--- src/rtl/imm_ext_pipe.sv ---
// Immediate extender with a DEPTH-entry valid/ready result FIFO and synchronous flush.
// Optional IMM_EXT_ERR_CNT_EN adds a saturating illegal-format counter output err_count.
module imm_ext_pipe #(
   parameter int XLEN  = 32,
   parameter int DEPTH = 2,
   parameter int TAG_W = 5
) (
   input  logic             clk,
   input  logic             reset,
   input  logic             in_valid,
   output logic             in_ready,
   input  logic [24:0]      in_instr,
   input  logic [2:0]       in_immsrc,
   input  logic [TAG_W-1:0] in_tag,
   input  logic             flush,
   output logic             out_valid,
   input  logic             out_ready,
   output logic [XLEN-1:0]  out_immext,
   output logic [TAG_W-1:0] out_tag,
   output logic             out_err
`ifdef IMM_EXT_ERR_CNT_EN
   ,
   output logic [15:0]      err_count
`endif
);

   localparam int PTR_W = (DEPTH > 1) ? $clog2(DEPTH) : 1;
   localparam int CNT_W = $clog2(DEPTH + 1);

   typedef enum logic [2:0] {
      FMT_I   = 3'b000,
      FMT_S   = 3'b001,
      FMT_B   = 3'b010,
      FMT_J   = 3'b011,
      FMT_U   = 3'b100,
      FMT_Z   = 3'b101,
      FMT_SH  = 3'b110,
      FMT_BAD = 3'b111
   } imm_fmt_e;

   logic [XLEN-1:0]  dec_imm;
   logic             dec_err;
   logic [XLEN-1:0]  imm_mem [DEPTH];
   logic [TAG_W-1:0] tag_mem [DEPTH];
   logic             err_mem [DEPTH];
   logic [PTR_W-1:0] head, tail;
   logic [CNT_W-1:0] count;
   logic             push, pop;

   // in_instr holds instruction bits [31:7]; every index below is offset by 7
   always_comb begin
      dec_imm = '0;
      dec_err = 1'b0;
      case (imm_fmt_e'(in_immsrc))
         FMT_I:   dec_imm = XLEN'($signed(in_instr[24:13]));
         FMT_S:   dec_imm = XLEN'($signed({in_instr[24:18], in_instr[4:0]}));
         FMT_B:   dec_imm = XLEN'($signed({in_instr[24], in_instr[0], in_instr[23:18],
                                           in_instr[4:1], 1'b0}));
         FMT_J:   dec_imm = XLEN'($signed({in_instr[24], in_instr[12:5], in_instr[13],
                                           in_instr[23:14], 1'b0}));
         FMT_U:   dec_imm = XLEN'($signed({in_instr[24:5], 12'b0}));
         FMT_Z:   dec_imm = XLEN'(in_instr[12:8]);
         FMT_SH:  dec_imm = (XLEN == 64) ? XLEN'(in_instr[18:13]) : XLEN'(in_instr[17:13]);
         FMT_BAD: dec_err = 1'b1;
         default: dec_err = 1'b1;
      endcase
   end

   function automatic logic [PTR_W-1:0] ptr_inc(input logic [PTR_W-1:0] p);
      return (p == PTR_W'(DEPTH - 1)) ? '0 : p + 1'b1;
   endfunction

   assign in_ready  = (count != CNT_W'(DEPTH));
   assign out_valid = (count != '0);
   assign push      = in_valid && in_ready && !flush;
   assign pop       = out_valid && out_ready && !flush;

   always_ff @(posedge clk or negedge reset) begin
      if (!reset) begin
         count <= '0;
         head  <= '0;
         tail  <= '0;
      end else if (flush) begin
         count <= '0;
         head  <= '0;
         tail  <= '0;
      end else begin
         if (push) tail <= ptr_inc(tail);
         if (pop)  head <= ptr_inc(head);
         if (push && !pop)      count <= count + 1'b1;
         else if (!push && pop) count <= count - 1'b1;
      end
   end

   // Storage is deliberately left out of reset; count gates every read
   always_ff @(posedge clk) begin
      if (push) begin
         imm_mem[tail] <= dec_imm;
         tag_mem[tail] <= in_tag;
         err_mem[tail] <= dec_err;
      end
   end

   assign out_immext = out_valid ? imm_mem[head] : '0;
   assign out_tag    = out_valid ? tag_mem[head] : '0;
   assign out_err    = out_valid ? err_mem[head] : 1'b0;

`ifdef IMM_EXT_ERR_CNT_EN
   always_ff @(posedge clk or negedge reset) begin
      if (!reset)
         err_count <= '0;
      else if (push && dec_err && (err_count != '1))
         err_count <= err_count + 16'd1;
   end
`endif

endmodule
--- config.mk ---
export PLATFORM = sky130hd
export DESIGN_NAME = imm_ext_pipe
export DESIGN_NICKNAME = d
export VERILOG_FILES = /design/src/rtl/imm_ext_pipe.sv
export SDC_FILE = /design/constraint.sdc
export NUM_CORES = 1
export LEC_CHECK = 0
export CELL_PAD_IN_SITES_DETAIL_PLACEMENT = 1
export CELL_PAD_IN_SITES_GLOBAL_PLACEMENT = 1
export CORE_ASPECT_RATIO = 0.9
export CORE_MARGIN = 8
export CORE_UTILIZATION = 41
export DETAILED_ROUTE_END_ITERATION = 10
export PLACE_DENSITY_LB_ADDON = 0.15
export SYNTH_ARGS = -nofsm -noshare
export SYNTH_HDL_FRONTEND = slang
export SYNTH_SLANG_ARGS = --single-unit
--- constraint.sdc ---
create_clock -name clk -period 4.4 [get_ports clk]
set_input_delay 0.88 -clock clk [delete_from_list [all_inputs] [get_ports clk]]
set_output_delay 0.88 -clock clk [all_outputs]
set_load 0.02 [all_outputs]
### After elaboration in Yosys (flattened, before gate mapping)

Memory sizes are Yosys's and may differ from the RTL's.
Cells that the tools add are included.

* register bits after elaboration: 4
* RAM bits: 76
* output and inout bits: 40
* memories: 3

* add/sub/neg operators: 4
* eq/ne operators: 8
* mux-type cells: 16
* reductions and logical operators: 14

Memories
* imm_mem: words 2, width 32, rd ports 1, clocked after memory_dff 0, write ports 1, RTL line 43 `logic [XLEN-1:0] imm_mem [DEPTH];`
* tag_mem: words 2, width 5, rd ports 1, clocked after memory_dff 0, write ports 1, RTL line 44 `logic [TAG_W-1:0] tag_mem [DEPTH];`
* err_mem: words 2, width 1, rd ports 1, clocked after memory_dff 0, write ports 1, RTL line 45 `logic err_mem [DEPTH];`

Operator list (number)
* one-hot mux 32 bit (7 select lines): 1
* two-way mux 32 bit: 1
* == test 3 bit (second input constant): 4
* two-way mux 1 bit: 10
* == test 3 x 2 -> 1 bit (second input constant): 2
* logical AND 1 bit: 6
* two-way mux 2 bit: 3
* nonzero test 2 bit: 3
* two-way mux 5 bit: 1
* == test 3 x 1 -> 1 bit (second input constant): 1
* logical NOT 1 bit: 3
* logical NOT 3 bit: 1
* nonzero test 3 bit: 1
* adder 1 bit (second input constant): 2
* adder 2 x 1 -> 2 bit (second input constant): 1
* inequality test 2 bit (second input constant): 1
* subtractor 2 x 1 -> 2 bit (second input constant): 1

### Depth between registers and ports, before layout

Gate-level depths: netlist of run 1.

* depth after elaboration: 8
* mapped depth: 5

### Worst setup path after synthesis of run 1

No wires, ideal clock.

* path kind: input to register
* start: input port in_valid
* end: memory err_mem[1], enable pin
* arrival time: 3771 ps
* data required time: 3912 ps
* slack: 141 ps
* stages: 2
* buffers on the path: 0
* path through: nand2_1 > nor3b_1

* cells in the longest elaborated chain, start to end: 4

Ends and longest elaborated chain
* start, declared: RTL line 10 `input logic in_valid,`
* logical AND 1 bit (2 in series): RTL line 75 `assign push = in_valid && in_ready && !flush;`
* two-way mux 1 bit: RTL line 97 `if (push) begin`
* two-way mux 1 bit (implied by the code): RTL line 100 `err_mem[tail] <= dec_err;`
* end, declared: RTL line 45

Every way passes these cells.

### Worst setup path after layout of run 1

* start: register head
* end: output port out_immext[22]

* cells in the longest elaborated chain, start to end: 2

Ends and longest elaborated chain
* start, declared: RTL line 46 `logic [PTR_W-1:0] head, tail;`
* start signal, assigned: RTL line 89 `if (pop) head <= ptr_inc(head);`
* memory (2 x 32 bit)
* two-way mux 32 bit: RTL line 104 `assign out_immext = out_valid ? imm_mem[head] : '0;`
* end, declared: RTL line 18 `output logic [XLEN-1:0] out_immext,`

Every way passes these cells.

==> results of run 1 <==
## registers in the layout (all words and copies together), names as in the netlist
register,count
imm_mem,64
tag_mem,10
count,2
err_mem,2
head,1
tail,1
## per-stage QoR
stage                     power, mW  utilization  cells
after global placement        1.192       0.5234    452
after detailed placement      1.200       0.5234    452
after global routing          1.951       0.5544    468
after floorplan               1.066            -    272
after CTS                     1.907       0.5544    468
final                         1.885       0.5544    468
## layer usage
| layer | up-vias | part of all wire | track usage |
|---|---|---|---|
| li1 | 1146 | - | - |
| met1 | 1226 | 0.44 | 0.1819 |
| met2 | 85 | 0.48 | 0.2445 |
| met3 | 10 | 0.069 | 0.05305 |
| met4 | 0 | 0.014 | 0.04686 |
| met5 | - | 0 | 0 |
## final cells by class
type,count,area (um^2),area share
Inverter,5,18.77,0.003933
Timing Repair Buffer,82,808.3,0.1694
Clock inverter,7,142.6,0.02989
Sequential cell,80,2384,0.4995
Clock buffer,9,123.9,0.02596
Multi-Input combinational cell,166,1146,0.2402
Tap cell,119,148.9,0.03120
## how the worst max path moves through the flow
stage / startpoint / to / slack, ns / cells past startpoint
global placement: in_immsrc[2] / imm_mem[0][16]$_DFFE_PP_ / 1.25 / 4
detailed placement: in_immsrc[2] / imm_mem[1][12]$_DFFE_PP_ / 1.08 / 4
CTS: head$_DFFE_PN0P_ / out_immext[18] / 1.08 / 4
global route: head$_DFFE_PN0P_ / out_immext[18] / 0.98 / 4
finish: head$_DFFE_PN0P_ / out_immext[22] / 1.11 / 4
floorplan: in_valid / err_mem[1]$_DFFE_PP_ / 0.14 / 2
## cell usage after synthesis, types with 2 or more instances
cell,instances,area share
inv_1,4,0.0041
nor2_1,42,0.043
edfxtp_1,76,0.63
and3_1,2,0.0034
and2_1,2,0.0034
clkbuf_1,6,0.0062
dfrtp_1,4,0.028
nand2_1,2,0.0021
o22ai_1,8,0.014
o21ai_0,4,0.0055
mux2i_1,47,0.13
a21o_1,10,0.021
nor2b_1,12,0.021
a21oi_1,18,0.025
a22oi_1,5,0.010
buf_4,4,0.0083
buf_2,10,0.014
## worst register-to-register path, cell delays in order, from the launching register on
cell and delay [ns]:
dfrtp_1 0.46, nor2b_1 0.20, inv_1 0.08, nand2_1 0.09
nor3b_2 0.20, buf_4 0.49
## power breakdown
part / switching [mW] / internal (mW) / total, mW
clock: 0.269 / 0.436 / 0.705
sequential: 0.0199 / 0.871 / 0.891
combinational: 0.154 / 0.135 / 0.288
total: 0.443 / 1.44 / 1.88
## kinds of logic (layout without fill, tap and decap cells)
group | after synthesis | after routing | synth area share
AOI/OAI and AO/OA | 49 | 49 | 0.08397
muxes | 48 | 48 | 0.1325
xor gates and xnor gates | 3 | 3 | 0.009293
buffers and inverters | 26 | 103 | 0.03441
and+or+nand+nor | 66 | 66 | 0.08465
DFF | 80 | 80 | 0.6552
## layout by cell type, fill, tap and decap left out, types with 2 or more instances in the layout
| cell type | count |
|---|---|
| a21o_1 | 10 |
| a21oi_1 | 18 |
| a22oi_1 | 5 |
| and2_1 | 2 |
| and3_1 | 2 |
| buf_4 | 5 |
| bufinv_16 | 4 |
| clkbuf_8 | 9 |
| clkdlybuf4s50_1 | 77 |
| dfrtp_1 | 3 |
| edfxtp_1 | 76 |
| inv_1 | 4 |
| mux2i_1 | 47 |
| nand2_1 | 2 |
| nor2_1 | 41 |
| nor2b_1 | 12 |
| o21ai_0 | 4 |
| o22ai_1 | 8 |
==> impl_metrics.csv, run 1 <==
group,metric,value,unit
outcome,status,"complete, no violations",
cts,clk_pin_slew_worst_paths,0.08,ns
critical_path,path_delay_family,"buffers and inverters",
final_layout,drive_above_1_share,0.08596,
final_layout,n_antenna_cell,0,
hold_path,min_from,"tail$_DFFE_PN0P_",
timing,setup_slack,1.115,ns
timing,maxSlewViolCount,0,
timing,whs,0.6167,ns
cts,clock-sinks,80,
floorplan,start_util,0.4224,
synth,yosys_warnings,0,
cts,cts_buffers,9,
cts,cts_buffer_depth,2,
final_layout,fin_area,4772,um^2
critical_path,worstPathMaxFanout,25,
synth,syn_avg_cell_area,13.37,um^2
routing,drt-pass1-iter-count,4,
synth,synthFlopType,"edfxtp_1",
critical_path,critPathKind,"flip-flop to output port",
routing,routed_wl,8902,um
floorplan,die_h,105.3,um
critical_path,r2r-end,"tag_mem[1][2]$_DFFE_PP_",
hold_path,hold_path_class,"flip-flop to flip-flop",
critical_path,reg2reg_setup_slack,2.49,ns
critical_path,cp-start-kind,"flip-flop",
synth,synthCells,272,
global_route,grt_use_total,0.1500,
timing,worst_pin_slew,1.056,ns
timing,fin_tns_setup,0,ns
synth,synth_fp_nets,310,
routing,post_drt_wl_per_cell,19.02,um
global_route,antenna_found_initial,0,
routing,drtAntennaViolNets,0,
critical_path,rr_worst_depth,5,
cts,cts_htree_levels,3,
timing,layout_worst_path_cycle_share,0.7466,
cts,insertion_delay,0.34,ns
timing,maxSlewHeadroom,0.2936,
timing,fmax,0.3044,GHz
critical_path,arrival,2.41,ns
placed_design,post_dp_cell_area,4506,um^2
critical_path,r2r-start,"count[1]$_DFFE_PN0P_",
critical_path,worst_path_max_delay_cell,"dfrtp_2",
global_route,grt_pass1_wl,14220,um
timing,skew,0.007022,ns
cts,cts_resized,0,
routing,routed_via_density,5.271,
timing,finalSetupViolCount,0,
cts,ctsHoldBuffers,0,
timing,period_minus_slack,3.285,ns
floorplan,die_x,115.3,um
critical_path,critical_path_buf_inv_count,2,
placed_design,gp_congestion,0.8353,
global_route,grt_max_degree,41,
flow_run,cap_violations,0,
timing,rsz0062_at_grt,"no",
critical_path,slowest_delay,0.84,ns
global_route,grt_overflow,0,
synth,syn_area,3636,um^2
placed_design,pre_cts_ws,1.076,ns
synth,ys_ff_latch,80,
routing,drc,0,
critical_path,cp-end-kind,"output port",
final_layout,fillers,874,
power_and_ir_drop,cellPowerDensity,394.9,nW/um^2
critical_path,crit_required,3.52,ns
synth,async_reset_ff_frac,0.05000,
hold_path,min_to,"tail$_DFFE_PN0P_",
hold_path,hold_depth,2,
cts,cts_tree,"done",
floorplan,ios,78,
final_layout,layout.nets,382,
power_and_ir_drop,vdd_drop_max,221.3,uV
synth,synth_seq_area_share,0.6552,
routing,drtIter0Drc,152,
placed_design,dp_hpwl,6167,um
synth,yosysUniqueCellTypes,33,
timing,final-hold-violation-count,0,
cts,cts-root-buf,"clkbuf_8",
floorplan,die-area,12140,um^2
routing,vias,2467,
global_route,grt_pass1_vias,2705,
cts,post_cts_buffers,0,
power_and_ir_drop,p_leak,1.675,nW
critical_path,path_cells,"buf_4 > mux2i_1 > nor2_1 > clkdlybuf4s50_1",
final_layout,syn_to_final_growth,31.25,%
placed_design,io_buffers,77,
synth,synth_edf_count,76,
floorplan,row_count,32,
floorplan,coreArea,8608,um^2
No activity file was read; power rests on OpenSTA's default activity.
==> run 2, diff against run 1 <==
- clock period: 4.4 -> 3.1 ns (I/O delays scaled with it)
==> run 2 against run 1 <==
Sequential share of layout area rose by 0.10 points. Setup slack got worse by 0.81 ns. Highest routed layer unchanged. Via count fell by 1.5%. Routed wire length fell by 0.80%. Critical path depth did not move. Sequential power rose by 41%. Total power rose by 33%. Critical path type unchanged. Non-clock buffer count rose by 1. Utilization fell by 0.12 points. Clock power rose by 15%. Worst hold slack got worse by 0.14 ns. Clock skew rose by 0.0046 ns.
==> impl_metrics.csv, run 2 (same netlist as run 1, synthesis figures left out) <==
group,metric,value,unit
final_layout,final_common_cell,"clkdlybuf4s50_1",
floorplan,row_count,32,
hold_path,hold_path_class,"primary input to asynchronous set/reset pin",
final_layout,fillers,863,
critical_path,worstPathMaxFanout,29,
routing,drt-pass1-iter-count,4,
timing,maxSlewHeadroom,0.5358,
timing,fin_tns_setup,0,ns
floorplan,coreArea,8608,um^2
floorplan,die_x,115.3,um
final_layout,seqCellArea,2384,um^2
timing,worst_pin_slew,0.6942,ns
cts,cts_tree,"done",
placed_design,dp_hpwl,6114,um
routing,vias,2429,
final_layout,largest_register,"imm_mem",
final_layout,largest_register_ff_count,64,
power_and_ir_drop,vdd_drop_max,281.9,uV
routing,post_drt_wl_per_cell,18.83,um
floorplan,ios,78,
placed_design,post_dp_cell_area,4551,um^2
critical_path,endpoint,"out_immext[13]",
final_layout,n_antenna_cell,0,
timing,fmax,0.3576,GHz
critical_path,cp-startpoint,"head$_DFFE_PN0P_",
timing,rsz0062_at_grt,"no",
power_and_ir_drop,power,2.498,mW
power_and_ir_drop,p_leak,1.658,nW
timing,skew,0.01160,ns
cts,clk_pin_slew_worst_paths,0.08,ns
critical_path,slowest_delay,0.58,ns
cts,cts_buffers,9,
placed_design,dp.cells,453,
routing,drc,0,
routing,drtIter0Drc,86,
timing,final-hold-violation-count,0,
critical_path,reg2reg_setup_slack,1.15,ns
cts,clock-sinks,80,
global_route,antenna_found_initial,0,
final_layout,mostFrequentLayoutCells,"clkdlybuf4s50_1 (77), edfxtp_1 (76), mux2i_1 (47)",
cts,post_cts_buffers,0,
final_layout,drive_above_1_share,0.08286,
final_layout,fin_area,4762,um^2
outcome,status,"complete, no violations",
global_route,grt_pass1_vias,2744,
global_route,grt_use_total,0.1494,
critical_path,r2r-start,"count[1]$_DFFE_PN0P_",
final_layout,syn_to_final_growth,30.97,%
routing,drtAntennaViolNets,0,
floorplan,start_util,0.4224,
cts,cts_buffer_depth,2,
routing,routed_via_density,5.179,
critical_path,path_cells,"buf_12 > mux2i_1 > nor2_1 > clkdlybuf4s50_1",
flow_run,cap_violations,0,
power_and_ir_drop,cellPowerDensity,524.7,nW/um^2
critical_path,cp-end-kind,"output port",
final_layout,layout.nets,383,
placed_design,io_buffers,77,
floorplan,die_h,105.3,um
final_layout,final_cells,469,
cts,cts_resized,0,
global_route,grt_pass1_wl,14100,um
final_layout,multi_input_area,1159,um^2
final_layout,reg.largest.list,"imm_mem (64), tag_mem (10)",
critical_path,worst_path_max_delay_cell,"dfrtp_2",
cts,insertion_delay,0.34,ns
timing,maxSlewViolCount,0,
placed_design,gp_congestion,0.8417,
floorplan,die-area,12140,um^2
cts,cts-root-buf,"clkbuf_8",
critical_path,arrival,2.18,ns
global_route,grt_overflow,0,
critical_path,rr_worst_depth,5,
critical_path,critPathKind,"flip-flop to output port",
timing,finalSetupViolCount,0,
critical_path,cp-start-kind,"flip-flop",
critical_path,crit_required,2.48,ns
timing,layout_worst_path_cycle_share,0.9021,
timing,period_minus_slack,2.797,ns
routing,routed_wl,8831,um
cts,cts_htree_levels,3,
cts,ctsHoldBuffers,0,
critical_path,r2r-end,"imm_mem[1][21]$_DFFE_PP_",
global_route,grt_max_degree,39,
-- run 2: changes by cell type in the layout (fill, tap and decap cells not counted), sizes merged --
cell	before	now
bufinv	4	2
buf	5	6
clkbuf	9	10
clkinvlp	0	2
inv	6	5
-- run 2: critical path: cells and delay by family (launching register included) --
kind / cells / cell delay, ns
buffers and inverters: 2 / 0.82
muxes: 1 / 0.34
DFF: 1 / 0.58
and+or+nand+nor: 1 / 0.07
-- run 2: cell type report --
| class | instances | area share |
|---|---|---|
| inverter | 5 | 0.003941 |
| clock buffer | 10 | 0.02680 |
| sequential | 80 | 0.5005 |
| multi-input combinational | 166 | 0.2433 |
| tap | 119 | 0.03127 |
| clock inverter | 6 | 0.01760 |
| timing repair buffer | 83 | 0.1766 |
-- run 2: worst min-delay path by stage --
stage / from / endpoint / slack (ns)
floorplan: reset / count[0]$_DFFE_PN0P_ / 0.32
global placement: tail$_DFFE_PN0P_ / tail$_DFFE_PN0P_ / 0.60
detailed placement: tail$_DFFE_PN0P_ / tail$_DFFE_PN0P_ / 0.67
CTS: reset / tail$_DFFE_PN0P_ / 0.46
global route: reset / count[1]$_DFFE_PN0P_ / 0.48
finish: reset / count[1]$_DFFE_PN0P_ / 0.48
-- run 2: report_power, final --
part / total, mW / switching, mW / internal (mW)
sequential: 1.26 / 0.0201 / 1.24
combinational: 0.429 / 0.230 / 0.199
clock: 0.813 / 0.363 / 0.450
total: 2.50 / 0.613 / 1.89
-- run 2: per-stage QoR --
| step | utilization | hold WS, ns | setup slack [ns] |
|---|---|---|---|
| after global routing | 0.5532 | 0.4752 | 0.2176 |
| after global placement | 0.5286 | 0.6023 | 0.6163 |
| after floorplan | - | 0.3244 | 0.2769 |
| after detailed placement | 0.5286 | 0.6701 | 0.5606 |
| final | 0.5532 | 0.4752 | 0.3034 |
| after CTS | 0.5532 | 0.4631 | 0.2942 |
-- run 2: per-layer routing --
layer | share of wire | wire, um | track usage | up-vias
li1 | - | - | - | 1143
met1 | 0.44 | 3907 | 0.1771 | 1209
met2 | 0.50 | 4375 | 0.2582 | 64
met3 | 0.049 | 429 | 0.03879 | 13
met4 | 0.013 | 119 | 0.04686 | 0
met5 | 0 | 0 | 0 | -
==> run 3, diff against run 2 <==
- CELL_PAD_IN_SITES_DETAIL_PLACEMENT: 1 -> 0
- clock period: 3.1 -> 2.8 ns (I/O delays scaled with it)
==> run 3 against run 2 <==
Worst hold slack got worse by 0.066 ns. Global-route usage decreased by 1.2 points. Utilization rose by 0.15 points. Design area grew 0.26%. Clock skew is 0.0022 ns lower.
==> impl_metrics.csv, run 3 (same netlist as run 1, synthesis figures left out) <==
group,metric,value,unit
cts,clock-sinks,80,
final_layout,reg.largest.list,"imm_mem (64), tag_mem (10)",
floorplan,die_x,115.3,um
final_layout,layout.nets,386,
placed_design,io_buffers,77,
power_and_ir_drop,seq_power_share,0.538,
global_route,grt_use_total,0.1377,
critical_path,endpoint,"out_immext[15]",
power_and_ir_drop,intPower,1.914,mW
cts,ctsHoldBuffers,0,
final_layout,n_antenna_cell,0,
cts,cts-root-buf,"clkbuf_8",
power_and_ir_drop,cellPowerDensity,541.3,nW/um^2
timing,rsz0062_at_grt,"no",
timing,fmax,0.3805,GHz
final_layout,mostFrequentLayoutCells,"clkdlybuf4s50_1 (77), edfxtp_1 (76), mux2i_1 (47)",
power_and_ir_drop,p_leak,1.660,nW
routing,routed_wl,7948,um
timing,fin_tns_setup,0,ns
flow_run,cap_violations,0,
critical_path,arrival,2.07,ns
floorplan,die-area,12140,um^2
routing,drc,0,
routing,drt-pass1-iter-count,4,
critical_path,cp-startpoint,"head$_DFFE_PN0P_",
power_and_ir_drop,power.switching,0.6701,mW
global_route,antenna_found_initial,0,
final_layout,largest_register,"imm_mem",
timing,final-hold-violation-count,0,
power_and_ir_drop,p_sw_frac,0.2593,
critical_path,path_cells,"buf_12 > mux2i_1 > nor2_1 > clkdlybuf4s50_1",
cts,post_cts_buffers,0,
critical_path,reg2reg_setup_slack,1.08,ns
critical_path,path_delay_family,"buffers and inverters",
final_layout,syn_to_final_growth,31.31,%
cts,insertion_delay,0.34,ns
floorplan,die_h,105.3,um
final_layout,drive_above_1_share,0.08782,
final_layout,fillers,735,
cts,clk_pin_slew_worst_paths,0.08,ns
cts,cts_resized,0,
placed_design,dp_hpwl,5582,um
routing,drtIter0Drc,128,
critical_path,slowest_delay,0.60,ns
critical_path,critical_path_buf_inv_count,2,
timing,maxSlewViolCount,0,
hold_path,hold_path_class,"primary input to asynchronous set/reset pin",
cts,cts_htree_levels,3,
timing,maxSlewHeadroom,0.5800,
routing,drtAntennaViolNets,0,
global_route,grt_pass1_vias,2529,
final_layout,final_common_cell,"clkdlybuf4s50_1",
critical_path,r2r-start,"count[1]$_DFFE_PN0P_",
timing,layout_worst_path_cycle_share,0.9386,
critical_path,rr_worst_depth,5,
timing,worst_pin_slew,0.6287,ns
cts,cts_buffer_depth,2,
routing,vias,2420,
floorplan,row_count,32,
floorplan,start_util,0.4224,
final_layout,multi_input_area,1159,um^2
outcome,status,"complete, no violations",
placed_design,post_dp_cell_area,4611,um^2
power_and_ir_drop,comb_power_share,0.184,
cts,cts_buffers,9,
critical_path,worst_path_max_delay_cell,"dfrtp_2",
global_route,grt_pass1_wl,12840,um
critical_path,cp.depth,4,
timing,period_minus_slack,2.628,ns
power_and_ir_drop,pwr-share-clk,0.278,
global_route,grt_overflow,0,
critical_path,cp-end-kind,"output port",
floorplan,coreArea,8608,um^2
critical_path,critPathKind,"flip-flop to output port",
final_layout,final_core_util,0.5547,
critical_path,r2r-end,"imm_mem[1][15]$_DFFE_PP_",
global_route,grt_max_degree,39,
cts,cts_tree,"done",
routing,post_drt_wl_per_cell,16.84,um
timing,skew,0.009398,ns
timing,finalSetupViolCount,0,
power_and_ir_drop,vdd_drop_max,226.5,uV
critical_path,worstPathMaxFanout,16,
final_layout,fin_area,4775,um^2
routing,routed_via_density,5.127,
critical_path,crit_required,2.24,ns
final_layout,largest_register_ff_count,64,
floorplan,ios,78,
placed_design,gp_congestion,0.8249,
critical_path,cp-start-kind,"flip-flop",
final_layout,seqCellArea,2384,um^2
[run 3: changes by cell type in the layout (fill, tap and decap cells not counted), sizes merged]
cell,delta
bufinv,-2
clkinv,+2
buf,+3
[run 3: routing by layer]
metal | track usage | share of wire | vias to the layer above | wire length (um)
li1 | - | - | 1159 | -
met1 | 0.1668 | 0.45 | 1177 | 3586
met2 | 0.2203 | 0.47 | 70 | 3699
met3 | 0.04963 | 0.066 | 14 | 523
met4 | 0.05155 | 0.017 | 0 | 139
met5 | 0 | 0 | - | 0
[run 3: per-stage QoR]
stage               power (mW)  setup WS [ns]  hold slack (ns)  cells
floorplan                1.676       0.009164           0.2644    272
global placement         1.895         0.4923           0.5933    456
detailed placement       1.903         0.4503           0.6150    456
CTS                      2.614         0.1036           0.4035    472
global route             2.700        0.06675           0.4011    472
finish                   2.585         0.1720           0.4088    472
[run 3: worst min-delay path by stage]
stage                     startpoint              endpoint  cells past startpoint
CTS                            reset  count[0]$_DFFE_PN0P_                      1
finish                         reset  count[0]$_DFFE_PN0P_                      1
global placement    tail$_DFFE_PN0P_      tail$_DFFE_PN0P_                      2
floorplan                      reset  count[0]$_DFFE_PN0P_                      0
detailed placement  tail$_DFFE_PN0P_      tail$_DFFE_PN0P_                      2
global route                   reset  count[0]$_DFFE_PN0P_                      1
[run 3: area by class of cell]
cell class | instances | share of cell area
tap | 119 | 0.03118
clock buffer | 10 | 0.02673
multi-input combinational | 166 | 0.2427
timing repair buffer | 86 | 0.1887
inverter | 5 | 0.003931
sequential | 80 | 0.4992
clock inverter | 6 | 0.007600
[run 3: power by group through the flow]
stage               Combinational (mW)  Clock, mW  Sequential [mW]
floorplan                        0.269          0             1.41
global placement                 0.479          0             1.42
detailed placement               0.484          0             1.42
CTS                              0.486      0.737             1.39
global route                     0.515      0.790             1.40
finish                           0.476      0.718             1.39
